`src/rtl/bcd_serial_adder.sv`:
```
// bcd_serial_adder: digit-serial packed-BCD adder (one digit per clock, LSD first).
//
// Build option: define BCD_SUBTRACT_EN to enable subtraction. When it is enabled and the
// captured op is 1, each B digit is replaced by its nines complement before the add.
// When it is not defined, op is ignored and the block always adds.
//
// Parameters:
//   DIGITS     number of BCD digits per operand (1..16)
// Ports:
//   clk        clock, rising edge
//   rst_n      asynchronous active-low reset
//   in_valid   operand set presented        in_ready   block can accept operands (IDLE)
//   a, b       BCD operands, digit 0 in [3:0]
//   cin        decimal carry-in             op         0 = add, 1 = subtract (option only)
//   sum        BCD result                   cout       carry out of the top digit
//   err        some captured digit of a or b was > 9
//   out_valid  result held on sum/cout/err  out_ready  consumer accepts result
module bcd_serial_adder #(
  parameter int unsigned DIGITS = 4
) (
  input  logic                clk,
  input  logic                rst_n,
  input  logic                in_valid,
  output logic                in_ready,
  input  logic [4*DIGITS-1:0] a,
  input  logic [4*DIGITS-1:0] b,
  input  logic                cin,
  input  logic                op,
  output logic [4*DIGITS-1:0] sum,
  output logic                cout,
  output logic                err,
  output logic                out_valid,
  input  logic                out_ready
);

  localparam int unsigned W    = 4 * DIGITS;
  localparam int unsigned IdxW = (DIGITS > 1) ? $clog2(DIGITS) : 1;
  localparam logic [IdxW-1:0] LastIdx = IdxW'(DIGITS - 1);

  typedef enum logic [1:0] {StIdle, StRun, StDone} state_e;

  state_e          state_q, state_d;
  logic [W-1:0]    a_q, a_d;     // captured A, shifted right one digit per cycle
  logic [W-1:0]    b_q, b_d;     // captured B, shifted right one digit per cycle
  logic [W-1:0]    acc_q, acc_d; // partial result, filled from the top down
  logic            c_q, c_d;
  logic [IdxW-1:0] idx_q, idx_d;
  logic [W-1:0]    sum_q, sum_d;
  logic            cout_q, cout_d;
  logic            err_q, err_d;

`ifdef BCD_SUBTRACT_EN
  logic op_q, op_d;
`else
  logic unused_op;
  assign unused_op = op;
`endif

  // Single-digit datapath on the current low digit of the captured operands.
  logic [3:0]   a_dig, b_dig, b_eff, dig;
  logic [4:0]   t;
  logic         c_nxt;
  logic         dig_bad;
  logic [W-1:0] acc_next;

  always_comb begin
    a_dig = a_q[3:0];
    b_dig = b_q[3:0];
`ifdef BCD_SUBTRACT_EN
    b_eff = op_q ? (4'd9 - b_dig) : b_dig;
`else
    b_eff = b_dig;
`endif
    t = 5'(a_dig) + 5'(b_eff) + 5'(c_q);
    if (t > 5'd9) begin
      // Decimal correction; the +6 wraps modulo 16.
      dig   = 4'(t + 5'd6);
      c_nxt = 1'b1;
    end else begin
      dig   = t[3:0];
      c_nxt = 1'b0;
    end
    dig_bad = (a_dig > 4'd9) || (b_dig > 4'd9);
    // After DIGITS shifts, the first digit produced sits in bits [3:0].
    acc_next = (acc_q >> 4) | (W'(dig) << (W - 4));
  end

  always_comb begin
    state_d = state_q;
    a_d     = a_q;
    b_d     = b_q;
    acc_d   = acc_q;
    c_d     = c_q;
    idx_d   = idx_q;
    sum_d   = sum_q;
    cout_d  = cout_q;
    err_d   = err_q;
`ifdef BCD_SUBTRACT_EN
    op_d    = op_q;
`endif
    unique case (state_q)
      StIdle: begin
        if (in_valid) begin
          a_d     = a;
          b_d     = b;
          c_d     = cin;
`ifdef BCD_SUBTRACT_EN
          op_d    = op;
`endif
          acc_d   = '0;
          idx_d   = '0;
          err_d   = 1'b0;
          state_d = StRun;
        end
      end
      StRun: begin
        a_d   = a_q >> 4;
        b_d   = b_q >> 4;
        c_d   = c_nxt;
        acc_d = acc_next;
        err_d = err_q | dig_bad;
        idx_d = idx_q + 1'b1;
        if (idx_q == LastIdx) begin
          sum_d   = acc_next;
          cout_d  = c_nxt;
          state_d = StDone;
        end
      end
      StDone: begin
        if (out_ready) begin
          state_d = StIdle;
        end
      end
      default: state_d = StIdle;
    endcase
  end

  always_ff @(posedge clk or negedge rst_n) begin
    if (!rst_n) begin
      state_q <= StIdle;
      a_q     <= '0;
      b_q     <= '0;
      acc_q   <= '0;
      c_q     <= 1'b0;
      idx_q   <= '0;
      sum_q   <= '0;
      cout_q  <= 1'b0;
      err_q   <= 1'b0;
`ifdef BCD_SUBTRACT_EN
      op_q    <= 1'b0;
`endif
    end else begin
      state_q <= state_d;
      a_q     <= a_d;
      b_q     <= b_d;
      acc_q   <= acc_d;
      c_q     <= c_d;
      idx_q   <= idx_d;
      sum_q   <= sum_d;
      cout_q  <= cout_d;
      err_q   <= err_d;
`ifdef BCD_SUBTRACT_EN
      op_q    <= op_d;
`endif
    end
  end

  // The state register resets asynchronously, so in_ready reads 1 throughout reset.
  assign in_ready  = (state_q == StIdle);
  assign out_valid = (state_q == StDone);
  assign sum       = sum_q;
  assign cout      = cout_q;
  assign err       = err_q;

endmodule

```
`config.mk`:
```
export PLATFORM = sky130hd
export DESIGN_NAME = bcd_serial_adder
export DESIGN_NICKNAME = d
export VERILOG_FILES = /design/src/rtl/bcd_serial_adder.sv
export SDC_FILE = /design/constraint.sdc
export NUM_CORES = 1
export LEC_CHECK = 0
export CAP_MARGIN = 20
export CORE_ASPECT_RATIO = 1.4
export CORE_UTILIZATION = 45
export CTS_BUF_LIST = sky130_fd_sc_hd__clkbuf_4 sky130_fd_sc_hd__clkbuf_8
export DETAILED_ROUTE_END_ITERATION = 10
export PLACE_DENSITY = 0.74
export SYNTH_ARGS = -nofsm -noshare
export SYNTH_HDL_FRONTEND = slang
export SYNTH_SLANG_ARGS = --single-unit
```
`constraint.sdc`:
```
create_clock -name clk -period 2.98 [get_ports clk]
set_input_delay 0.596 -clock clk [delete_from_list [all_inputs] [get_ports clk]]
set_output_delay 0.596 -clock clk [all_outputs]
set_load 0.01 [all_outputs]
```
==> run_results.csv <==
group,metric,value,unit
outcome,status,"complete, no violations",
floorplan,fp-row-count,35,
cts,path_clk_slew,0.07,ns
cts,cts_resized,0,
setup_path,cp_common_cell,"fa_1",
floorplan,die_area,0.00740,sq mm
logic_synthesis,synth_commonest_cells,"67 x dfrtp_1, 42 x o21ai_0, 37 x a21oi_1",
cts,cts_num_sinks,67,
logic_synthesis,ys_seq_area_frac,0.528,
setup_path,cp_max_fo,5,
logic_synthesis,synth-edff-count,0,
global_route,grt_use_total,0.205,
setup_path,crit_type,"flip-flop to flip-flop",
cts,cts_tree,"done",
power_and_ir_drop,power.density,1090,mW/mm^2
sta,fin_crit,2.81,ns
power_and_ir_drop,leakage,0.00175,uW
power_and_ir_drop,ir_drop,576,uV
sta,slew_viol_final,0,
routing,drc,0,
setup_path,crit_path_max_incr_delay,0.47,ns
sta,rsz0062_at_grt,"no",
cells_and_area,fillers,567,
floorplan,fp.dieW,73.0,um
placement,io_buffers,56,
cells_and_area,drive_above_1_share,0.118,
cts,root_buffer,"clkbuf_8",
cells_and_area,nets,405,
global_route,grt_max_degree,35,
logic_synthesis,yosys_warnings,0,
routing,vias,2473,
logic_synthesis,yosysMostFrequentCell,"dfrtp_1",
setup_path,crit_chain,"fa_1 > fa_1 > xnor2_1 > ha_1 > nor2b_1 > o41ai_4 > mux2_1 > o21ai_1",
floorplan,start_util,0.474,
setup_path,cp_slowest_cell,"fa_1",
setup_path,critPathBufInv,0,
placement,dp_cells,441,
cells_and_area,area_delta_synth_final,28.3,%
logic_synthesis,synth_cell_type_count,30,
logic_synthesis,synth_area_leaders,"dfrtp_1 53%, nor2b_1 6.9%, o21ai_0 6.6%, a21oi_1 5.8%, a22oi_1 5.7%",
logic_synthesis,synthCells,306,
sta,min_period_over_period,0.942,
floorplan,ioPinCount,58,
sta,fin_tns_setup,0,ns
setup_path,cp.arrival,3.07,ns
cts,postCtsSetupRepairBufs,0,
sta,finalHoldViolCount,0,
global_route,grt_first_pass_wirelength,11.4,mm
cts,hold_buffers,0,
cells_and_area,finalNonFillerCells,457,
logic_synthesis,yosys.area.top_type,"dfrtp_1",
sta,finClkSkew,0.00639,ns
cts,clk_latency,0.34,ns
routing,wl_per_cell,15.0,um
global_route,grt_pass1_vias,2301,
cts,max-clock-path-buffers,2,
logic_synthesis,synth_nets,351,
placement,hpwlAfterDp,4.54,mm
cells_and_area,n_antenna_cell,0,
routing,via_per_inst,5.41,
logic_synthesis,ys_async_sr_fraction,1.00,
global_route,antenna_found_initial,0,
sta,relSlewSlack,0.472,
routing,drt_iter0_drc,105,
logic_synthesis,synth_top_area_frac,0.528,
routing,first_pass_iters,4,
flow_run,cap_violations,0,
sta,worst_pin_slew,0.790,ns
sta,setup_viol,0,
routing,ant_nets,0,
min_path,hold_class,"input pin to asynchronous set/reset pin",
cts,h-tree-depth,3,
setup_path,cp_data_required_time,3.24,ns
floorplan,die_y,101,um
cts,numCtsBuffers,9,
setup_path,critPathLaunchType,"flip-flop",
floorplan,core-area,0.00670,sq mm
logic_synthesis,synth_seq_cells,67,
setup_path,path_delay_family,"adder cells",
logic_synthesis,synth_flop_cell,"dfrtp_1",
global_route,overflow,0,
setup_path,cp-end-kind,"flip-flop",
logic_synthesis,syn_avg_cell_area,10.4,sq um
routing,wl,6.85,mm
placement,gp_congestion,0.795,
sta,fmax,356,MHz
logic_synthesis,synth_area,0.00317,sq mm
[cells by family (layout without fill, tap and decap cells)]
family	count (synthesis)	after routing	synth area share
mux	15	15	0.0528
fa+ha+maj	7	7	0.0323
flops	67	67	0.528
xor+xnor	2	2	0.00552
buf+inv	28	87	0.0335
compound gates	124	124	0.238
simple gates	63	63	0.109
[placed cells by master, fill, tap and decap left out, types with 2 or more instances in the layout]
master / instances
a22oi_1: 24
ha_1: 5
nand2_1: 17
nor2b_2: 2
inv_1: 6
o21ai_1: 4
fa_1: 2
dfrtp_1: 67
clkinv_2: 3
clkbuf_8: 11
xnor2_1: 2
clkdlybuf4s50_1: 55
nor2_1: 4
nor2b_1: 33
nand2b_1: 3
bufinv_16: 2
mux2_1: 2
mux2_2: 12
a22o_1: 10
o21bai_1: 2
o21ai_0: 42
buf_4: 8
a21oi_1: 37
[registers in the layout, summed over array words and instances, names as in the netlist]
name and cells:
idx_q 2, state_q 2, a_q 16, sum 16, cout 1, acc_q 12, c_q 1, err 1
b_q 16
[where the power goes]
group | total [uW] | leakage (uW) | internal, uW | switching (uW)
clock | 852 | 0.000119 | 512 | 340
combinational | 1950 | 0.000769 | 992 | 953
sequential | 1630 | 0.000866 | 1300 | 325
[stage by stage]
step / hold WS, ns / util / cell area [sq um] / power [uW] / setup WS (ns)
5_1_grt: 0.295 / 0.608 / 4070 / 4760 / 0.0327
2_1_floorplan: 0.300 / - / 3170 / 2920 / 0.379
3_5_place_dp: 0.485 / 0.574 / 3840 / 3590 / 0.175
6_report: 0.259 / 0.608 / 4070 / 4420 / 0.172
4_1_cts: 0.261 / 0.608 / 4070 / 4460 / 0.162
3_3_place_gp: 0.477 / 0.574 / 3840 / 3510 / 0.225
[worst paths after layout]
kind | from | end | slack [ns] | depth (start not counted)
max in group asynchronous | rst_n | sum[9]$_DFFE_PN0P_ | 2.00 | 2
setup reg to reg | a_q[0]$_DFFE_PN0P_ | sum[14]$_DFFE_PN0P_ | 0.17 | 8
setup / recovery | a_q[0]$_DFFE_PN0P_ | sum[14]$_DFFE_PN0P_ | 0.17 | 8
hold / removal | rst_n | sum[13]$_DFFE_PN0P_ | 0.26 | 1
min in group clk | sum[12]$_DFFE_PN0P_ | sum[12]$_DFFE_PN0P_ | 0.49 | 2
hold reg to reg | sum[12]$_DFFE_PN0P_ | sum[12]$_DFFE_PN0P_ | 0.49 | 2
[routing by layer]
metal  vias up  track usage  part of all wire
met5         -            0                 0
met4         0        0.112             0.022
met3        13       0.0328             0.039
met2        80        0.313              0.49
met1      1178        0.279              0.45
li1       1202            -                 -
[layout make-up]
type / instances / area [sq um] / share of cell area
flip-flops and latches: 67 / 1680 / 0.412
well taps: 92 / 115 / 0.0283
multi-input cells: 211 / 1400 / 0.343
clock buffers: 11 / 151 / 0.0372
inverters: 6 / 22.5 / 0.00553
repair buffers: 65 / 636 / 0.156
clock inverters: 5 / 75.1 / 0.0184
No activity file was read; power rests on OpenSTA's default activity.
